--- config.mk ---
export PLATFORM = sky130hd
export DESIGN_NAME = present_key_schedule_flat
export DESIGN_NICKNAME = d
export VERILOG_FILES = /design/src/rtl/present_ks_if.sv /design/src/rtl/present_key_schedule.sv /design/src/flat_wrapper.sv
export SDC_FILE = /design/constraint.sdc
export NUM_CORES = 1
export LEC_CHECK = 0
export ABC_AREA = 1
export CORE_ASPECT_RATIO = 1.25
export CORE_UTILIZATION = 24
export CTS_CLUSTER_DIAMETER = 40
export DETAILED_ROUTE_END_ITERATION = 8
export PLACE_DENSITY = 0.45
export SLEW_MARGIN = 10
export SYNTH_ARGS = -nofsm -noshare
export SYNTH_HDL_FRONTEND = slang
export SYNTH_SLANG_ARGS = --single-unit
export TNS_END_PERCENT = 100
--- constraint.sdc ---
create_clock -name clk -period 2.1 [get_ports clk]
set_clock_uncertainty 0.2 [all_clocks]
set_input_delay 0.42 -clock clk [delete_from_list [all_inputs] [get_ports clk]]
set_output_delay 0.42 -clock clk [all_outputs]
set_load 0.005 [all_outputs]
--- src/rtl/present_ks_if.sv ---
// PRESENT key-schedule port bundle: control and key toward the schedule,
// round key and status back to the round datapath.
interface present_ks_if #(
  parameter int KEY_W = 80
) ();
  logic             load;
  logic             dir;
  logic [KEY_W-1:0] key_in;
  logic             step;
  logic [63:0]      round_key;
  logic [5:0]       round_idx;
  logic             key_valid;
  logic             done;

  modport master (
    output load, dir, key_in, step,
    input  round_key, round_idx, key_valid, done
  );

  modport slave (
    input  load, dir, key_in, step,
    output round_key, round_idx, key_valid, done
  );
endinterface

--- src/rtl/present_key_schedule.sv ---
// PRESENT round-key generator for 80- and 128-bit keys. Holds the key
// register, applies one schedule update per accepted step and presents the
// top 64 bits as the round key together with its round index.
// Optional feature macro: KS_DECRYPT_EN adds the inverse schedule (dir=1),
// which walks the round keys from K32 back down to K1.
module present_key_schedule #(
  parameter int KEY_W = 80
) (
  input logic       clk,
  input logic       reset,
  present_ks_if.slave ks
);

  if (KEY_W != 80 && KEY_W != 128) begin : g_bad_key_w
    $error("present_key_schedule: KEY_W must be 80 or 128");
  end

  // Round-counter XOR window: [19:15] for 80-bit keys, [66:62] for 128-bit.
  localparam int XOR_LO = (KEY_W == 128) ? 62 : 15;

  typedef enum logic [1:0] {IDLE, RUN, DONE} state_t;

  state_t           state_q, state_nxt;
  logic [KEY_W-1:0] key_reg, key_nxt;
  logic [5:0]       round_idx, idx_nxt;

  function automatic logic [3:0] sbox(input logic [3:0] x);
    case (x)
      4'h0: sbox = 4'hC;  4'h1: sbox = 4'h5;  4'h2: sbox = 4'h6;  4'h3: sbox = 4'hB;
      4'h4: sbox = 4'h9;  4'h5: sbox = 4'h0;  4'h6: sbox = 4'hA;  4'h7: sbox = 4'hD;
      4'h8: sbox = 4'h3;  4'h9: sbox = 4'hE;  4'hA: sbox = 4'hF;  4'hB: sbox = 4'h8;
      4'hC: sbox = 4'h4;  4'hD: sbox = 4'h7;  4'hE: sbox = 4'h1;  default: sbox = 4'h2;
    endcase
  endfunction

  // Rotate left 61, substitute the top nibble(s), fold in the round counter.
  function automatic logic [KEY_W-1:0] fwd_update(input logic [KEY_W-1:0] k,
                                                   input logic [4:0]       c);
    logic [KEY_W-1:0] r;
    r = {k[KEY_W-62:0], k[KEY_W-1:KEY_W-61]};
    r[KEY_W-1 -: 4] = sbox(r[KEY_W-1 -: 4]);
    if (KEY_W == 128) r[KEY_W-5 -: 4] = sbox(r[KEY_W-5 -: 4]);
    r[XOR_LO +: 5] = r[XOR_LO +: 5] ^ c;
    return r;
  endfunction

`ifdef KS_DECRYPT_EN
  logic dir_q, dir_nxt;

  function automatic logic [3:0] sbox_inv(input logic [3:0] x);
    case (x)
      4'h0: sbox_inv = 4'h5;  4'h1: sbox_inv = 4'hE;  4'h2: sbox_inv = 4'hF;  4'h3: sbox_inv = 4'h8;
      4'h4: sbox_inv = 4'hC;  4'h5: sbox_inv = 4'h1;  4'h6: sbox_inv = 4'h2;  4'h7: sbox_inv = 4'hD;
      4'h8: sbox_inv = 4'hB;  4'h9: sbox_inv = 4'h4;  4'hA: sbox_inv = 4'h6;  4'hB: sbox_inv = 4'h3;
      4'hC: sbox_inv = 4'h0;  4'hD: sbox_inv = 4'h7;  4'hE: sbox_inv = 4'h9;  default: sbox_inv = 4'hA;
    endcase
  endfunction

  // Exact reverse of fwd_update: unfold counter, inverse S-box, rotate right 61.
  function automatic logic [KEY_W-1:0] inv_update(input logic [KEY_W-1:0] k,
                                                   input logic [4:0]       c);
    logic [KEY_W-1:0] r;
    r = k;
    r[XOR_LO +: 5] = r[XOR_LO +: 5] ^ c;
    r[KEY_W-1 -: 4] = sbox_inv(r[KEY_W-1 -: 4]);
    if (KEY_W == 128) r[KEY_W-5 -: 4] = sbox_inv(r[KEY_W-5 -: 4]);
    return {r[60:0], r[KEY_W-1:61]};
  endfunction

  // Direction is latched with load and holds for the whole schedule.
  always_ff @(posedge clk) begin
    if (!reset) dir_q <= 1'b0;
    else        dir_q <= dir_nxt;
  end
`else
  logic unused_dir;
  assign unused_dir = ks.dir;
`endif

  // Next-state and next-key selection; load always wins over step.
  always_comb begin
    state_nxt = state_q;
    key_nxt   = key_reg;
    idx_nxt   = round_idx;
`ifdef KS_DECRYPT_EN
    dir_nxt   = dir_q;
`endif
    if (ks.load) begin
      key_nxt   = ks.key_in;
      state_nxt = RUN;
`ifdef KS_DECRYPT_EN
      dir_nxt   = ks.dir;
      idx_nxt   = ks.dir ? 6'd32 : 6'd1;
`else
      idx_nxt   = 6'd1;
`endif
    end else if (ks.step && state_q == RUN) begin
`ifdef KS_DECRYPT_EN
      if (dir_q) begin
        key_nxt = inv_update(key_reg, round_idx[4:0] - 5'd1);
        idx_nxt = round_idx - 6'd1;
        if (round_idx == 6'd2) state_nxt = DONE;
      end else
`endif
      begin
        key_nxt = fwd_update(key_reg, round_idx[4:0]);
        idx_nxt = round_idx + 6'd1;
        if (round_idx == 6'd31) state_nxt = DONE;
      end
    end
  end

  // State register.
  always_ff @(posedge clk) begin
    if (!reset) state_q <= IDLE;
    else        state_q <= state_nxt;
  end

  // Key register and round counter.
  always_ff @(posedge clk) begin
    if (!reset) begin
      key_reg   <= '0;
      round_idx <= 6'd0;
    end else begin
      key_reg   <= key_nxt;
      round_idx <= idx_nxt;
    end
  end

  assign ks.round_key = key_reg[KEY_W-1 -: 64];
  assign ks.round_idx = round_idx;
  assign ks.key_valid = (state_q != IDLE);
  assign ks.done      = (state_q == DONE);

endmodule

--- src/flat_wrapper.sv ---
// flat-port wrapper written by rule: the top's interface ports become plain ports
module present_key_schedule_flat 
#(
  parameter int KEY_W = 80
)
  (clk, reset, ks_load, ks_dir, ks_key_in, ks_step, ks_round_key, ks_round_idx, ks_key_valid, ks_done);
  present_ks_if #(.KEY_W(KEY_W)) ks_i ();
  input logic clk;
  input logic reset;
  input wire logic [$bits(ks_i.load)-1:0] ks_load;
  input wire logic [$bits(ks_i.dir)-1:0] ks_dir;
  input wire logic [$bits(ks_i.key_in)-1:0] ks_key_in;
  input wire logic [$bits(ks_i.step)-1:0] ks_step;
  output wire logic [$bits(ks_i.round_key)-1:0] ks_round_key;
  output wire logic [$bits(ks_i.round_idx)-1:0] ks_round_idx;
  output wire logic [$bits(ks_i.key_valid)-1:0] ks_key_valid;
  output wire logic [$bits(ks_i.done)-1:0] ks_done;
  assign ks_i.load = ks_load;
  assign ks_i.dir = ks_dir;
  assign ks_i.key_in = ks_key_in;
  assign ks_i.step = ks_step;
  assign ks_round_key = ks_i.round_key;
  assign ks_round_idx = ks_i.round_idx;
  assign ks_key_valid = ks_i.key_valid;
  assign ks_done = ks_i.done;
  present_key_schedule #(.KEY_W(KEY_W)) u_core (.clk(clk), .reset(reset), .ks(ks_i));
endmodule
Word level (Yosys, flattened, before mapping)
Memories as Yosys holds them, arrays and structs flattened. A register that Yosys moved wholly into a read port is not among the register bits.
Index checks and enable logic that the tools add are counted.
Operators by class
  add/sub/neg operators: 1
  $lt $le $gt $ge: 0
  multipliers: 0
  muxes and demuxes: 9
  eq/ne operators: 3
  bitwise gates (word level): 2
  divide/modulo/power cells: 0
  reduce and logical (&&, ||, !) cells: 7
  shifts and indexed selects: 0
Operators with widths (number)
  $mux W80: 2
  $mux W4: 2
  $add A6 B1 Y6 const B: 1
  $eq A6 B5 Y1 const B: 1
  $reduce_bool A2 Y1: 3
  $mux W1: 5
  $xor A5 B5 Y5: 1
  $reduce_and A2 Y1: 2
  $eq A2 B1 Y1 const B: 1
  $eq A2 B2 Y1 const B: 1
  $reduce_or A2 Y1: 1
  $logic_and A1 B1 Y1: 1
  $not A1 Y1: 1
Storage, ports and cells
  flip-flop bits (word level): 88
  logic and storage cells: 28
  ROM bits: 64
  input port bits: 85
  RAM bits: 0
  bits in latches: 0
  memories: 1
  output and inout bits: 72
Memories
  (name not given): words 16, width 4, read ports 1, clocked after Yosys merged registers in 1, write ports 0, line present_key_schedule.sv:28  | case (x)

Longest topological paths before layout
  depth after elaboration: 6
  depth in mapped cells: 15
  depth with buffers taken out: 15

Worst setup path after synthesis
Ideal clock, no wire load.
  path type: input -> register
  start: input port ks_load
  end: register (tool-made name)
  library setup time: 0.112 ns
  slack: 0.109 ns
  data arrival time: 1.679 ns
  path buffers: 1
  cell stages on the path: 14
  required time: 1.788 ns
  cell sequence: buf_4 > inv_4 > or2_2 > nand3_1 > nand2_1 > nand2_1 > inv_1 > ha_1 > inv_1 > nand4_1 > nand2_1 > inv_1 > nand2_1 > nand2_1
RTL lines
  start: declaration: line flat_wrapper.sv:10  | input wire logic [$bits(ks_i.load)-1:0] ks_load;

Worst setup path after layout
  start: register u_core.state_q[1]
  end: output port ks_key_valid
Between the ends
  longest elaborated chain between the ends: 1
Ends and longest elaborated chain
  start: declaration: line present_key_schedule.sv:23  | state_t state_q, state_nxt;
  start signal: assignment: line present_key_schedule.sv:116  | else state_q <= state_nxt;
  $reduce_bool A2 Y1: line present_key_schedule.sv:132  | assign ks.key_valid = (state_q != IDLE);
  end: declaration: line flat_wrapper.sv:16  | output wire logic [$bits(ks_i.key_valid)-1:0] ks_key_valid;
Every way passes these cells.

==> run metrics <==
status=finished clean; Async SR Flop Fraction=0; clk slew on worst S/H paths=~0.060 ns; IO Port Bufs=roughly 160; GRT Residual Overflow=0; H-tree Lvls=3; drt wl/cell=17.0 um; actual slew at the worst max-slew pin=around 0.58 ns; Final min period=approximately 2 ns; CP Max Fanout=3; total wire length=16400 um; hold path cells=2; final RePlAce weighted congestion=between 0.8 and 0.9; hold path start=u_core.key_reg[1]; gr usage total=0.169; area of the mapped netlist=between 4000 and 5000 um^2; initial antenna violation count=1; library cells used by synthesis=27; Yosys reg bits=a little over 90; leakage=around 2.4 nW; first-pass GRT wire length=between 20000 and 30000 um; worst path arrival time=around 1.4 ns; Core Util, Final=0.340; cells after synthesis=about 640; Worst Reg2Reg Path Length in Cells=11; sequential cell area=around 1800 um^2; Net Sw Frac=0.254; Fin. Hold Viols=0; register area share after synthesis=0.397; Worst-Skew Late Latency=0.35 ns; Syn. warnings=0; worst hold path class=reg -> reg; number of I/O pins=around 160; routed vias=around 4.6k; Pre-antenna DRT Iters=4; fillers=2005; CP Class=reg -> out; Syn Nets=roughly 730; Post-synth EDFFs=0; post-DR vias/cell=4.76; ant diodes=0; sequential power share=0.422; Starting Density=0.246; drt drc=0; CTS tree=yes; slew margin rel.=0.617; Die Area=slightly below 20000 um^2; period utilization=0.973; Crit path required time=between 1 and 1.5 ns; Root Buffer=clkbuf_16; P_int=between 0.003 and 0.004 W; Net Switching=0.00118 W; cts hold-fix bufs=0; count of nets after finishing=slightly above 800; vias in the first global route=4474; area of the multi-input gates=approximately 2000 um^2; Max Buffers Root-to-Sink=2; starting DRC count in detailed routing=~300; top cell type's share of synthesized area=0.397; Comb pwr share=0.163; CP Launch Type=flip-flop; prevailing post-synth register cell=dfxtp_1; most frequent cells in the layout=201 x nand2_1, 154 x clkdlybuf4s50_1, 91 x nand3_1, 91 x dfxtp_1, 75 x a31oi_1; Die Height=157 um; Clock Sinks=between 90 and 100; Largest register FFs=80; Rows=between 50 and 60; total power=between 0.004 and 0.005 W; reg-to-reg startpoint=u_core.state_q[0]; Core Box Area=18800 um^2; largest net degree at the start of global routing=between 70 and 80; syn avg cell area=roughly 7.2 um^2; maximum vdd ir drop=0.000366 V; Clock power frac=0.415; Hold Path End=u_core.key_reg[1]; ranking of synthesized cells by area=dfxtp_1 40%, nand2_1 17%, buf_4 12%; setup_tns=0 ns; layout cells sized above 1=0.0855; commonest non-fill, non-tap cell in the layout=nand2_1; Final Max Slew Viols=0; Setup violations, final=0; unrepaired setup endpoints after global routing=false; Max-Cap Viols=0; crit end category=output port; antenna viol nets, final=0; Fmax achieved=roughly 490 MHz; Synth-to-Final Area Change=38.1%; Yosys top cell by area=dfxtp_1; detailed placement HPWL=roughly 12000 um; Die X=between 100 and 150 um; flop2flop setup slack=between 0.2 and 0.3 ns; CTS Buf Count=9; Pwr per Cell Area=around 720 nW/um^2
metrics by stage:
step	hold WS [ns]	worst slack, ns	instances	instance area [um^2]
after floorplan	0.254	0.109	642	4630
after global placement	0.265	-0.255	951	6020
after detailed placement	0.270	-0.276	951	6020
after CTS	0.280	0.0167	967	6370
after global routing	0.315	0.00185	969	6400
final	0.279	0.0576	969	6400
kinds of logic (layout without fill, tap and decap cells):
| group | after synthesis | after routing | synth area share |
|---|---|---|---|
| AOI/OAI and AO/OA | 86 | 86 | 0.114 |
| xor gates and xnor gates | 1 | 1 | 0.00189 |
| adders and majority gates | 6 | 6 | 0.0162 |
| buffers and inverters | 134 | 229 | 0.175 |
| DFF | 92 | 92 | 0.397 |
| and+or+nand+nor | 323 | 323 | 0.295 |
routing by layer:
layer,GRT usage,up-vias,share of wire
li1,-,2266,-
met1,0.220,2173,0.47
met2,0.275,152,0.47
met3,0.0296,19,0.048
met4,0.0660,2,0.018
met5,0,-,0.00073
worst max path at each step:
stage / from / endpoint / slack, ns / depth (start not counted)
detailed placement: ks_key_in[16] / flip-flop / -0.28 / 13
CTS: u_core.state_q[1] / ks_key_valid / 0.02 / 2
global placement: ks_step / flip-flop / -0.26 / 15
global route: ks_step / flip-flop / 0.002 / 12
finish: u_core.state_q[1] / ks_key_valid / 0.06 / 2
floorplan: ks_load / flip-flop / 0.11 / 14
final cells by class:
type / instances / area share
well taps: 232 / 0.0454
clock inverters: 6 / 0.0174
repair buffers: 186 / 0.284
flip-flops and latches: 92 / 0.288
clock buffers: 10 / 0.0373
inverters: 27 / 0.0162
multi-input cells: 416 / 0.312
worst max-delay path, stage by stage, from the launching register on:
cell and delay [ns]:
dfxtp_2 0.34, or2_2 0.29, clkdlybuf4s50_1 0.45
repair_timing:
item                       in CTS  in global routing
resized for setup               0                  5
setup buffers                   0                  2
setup endpoints to repair       0                  4
synthesized netlist by cell type (3+ instances only):
cell      count
nor2_1       15
inv_1        23
nand4_1       3
nand3_1      92
ha_1          6
a31oi_1      75
clkbuf_1     15
dfxtp_1      92
a21oi_1       6
buf_2        18
buf_4        73
nand2_1     204
inv_2         3
power by group through the flow:
| stage | logic, W | registers (W) | clock network (W) |
|---|---|---|---|
| after floorplan | 0.000422 | 0.00195 | 0 |
| after global placement | 0.000753 | 0.00200 | 0 |
| after detailed placement | 0.000755 | 0.00199 | 0 |
| after CTS | 0.000759 | 0.00196 | 0.00197 |
| after global routing | 0.000832 | 0.00197 | 0.00204 |
| final | 0.000757 | 0.00196 | 0.00192 |
Power figures use the tool's default switching activity.
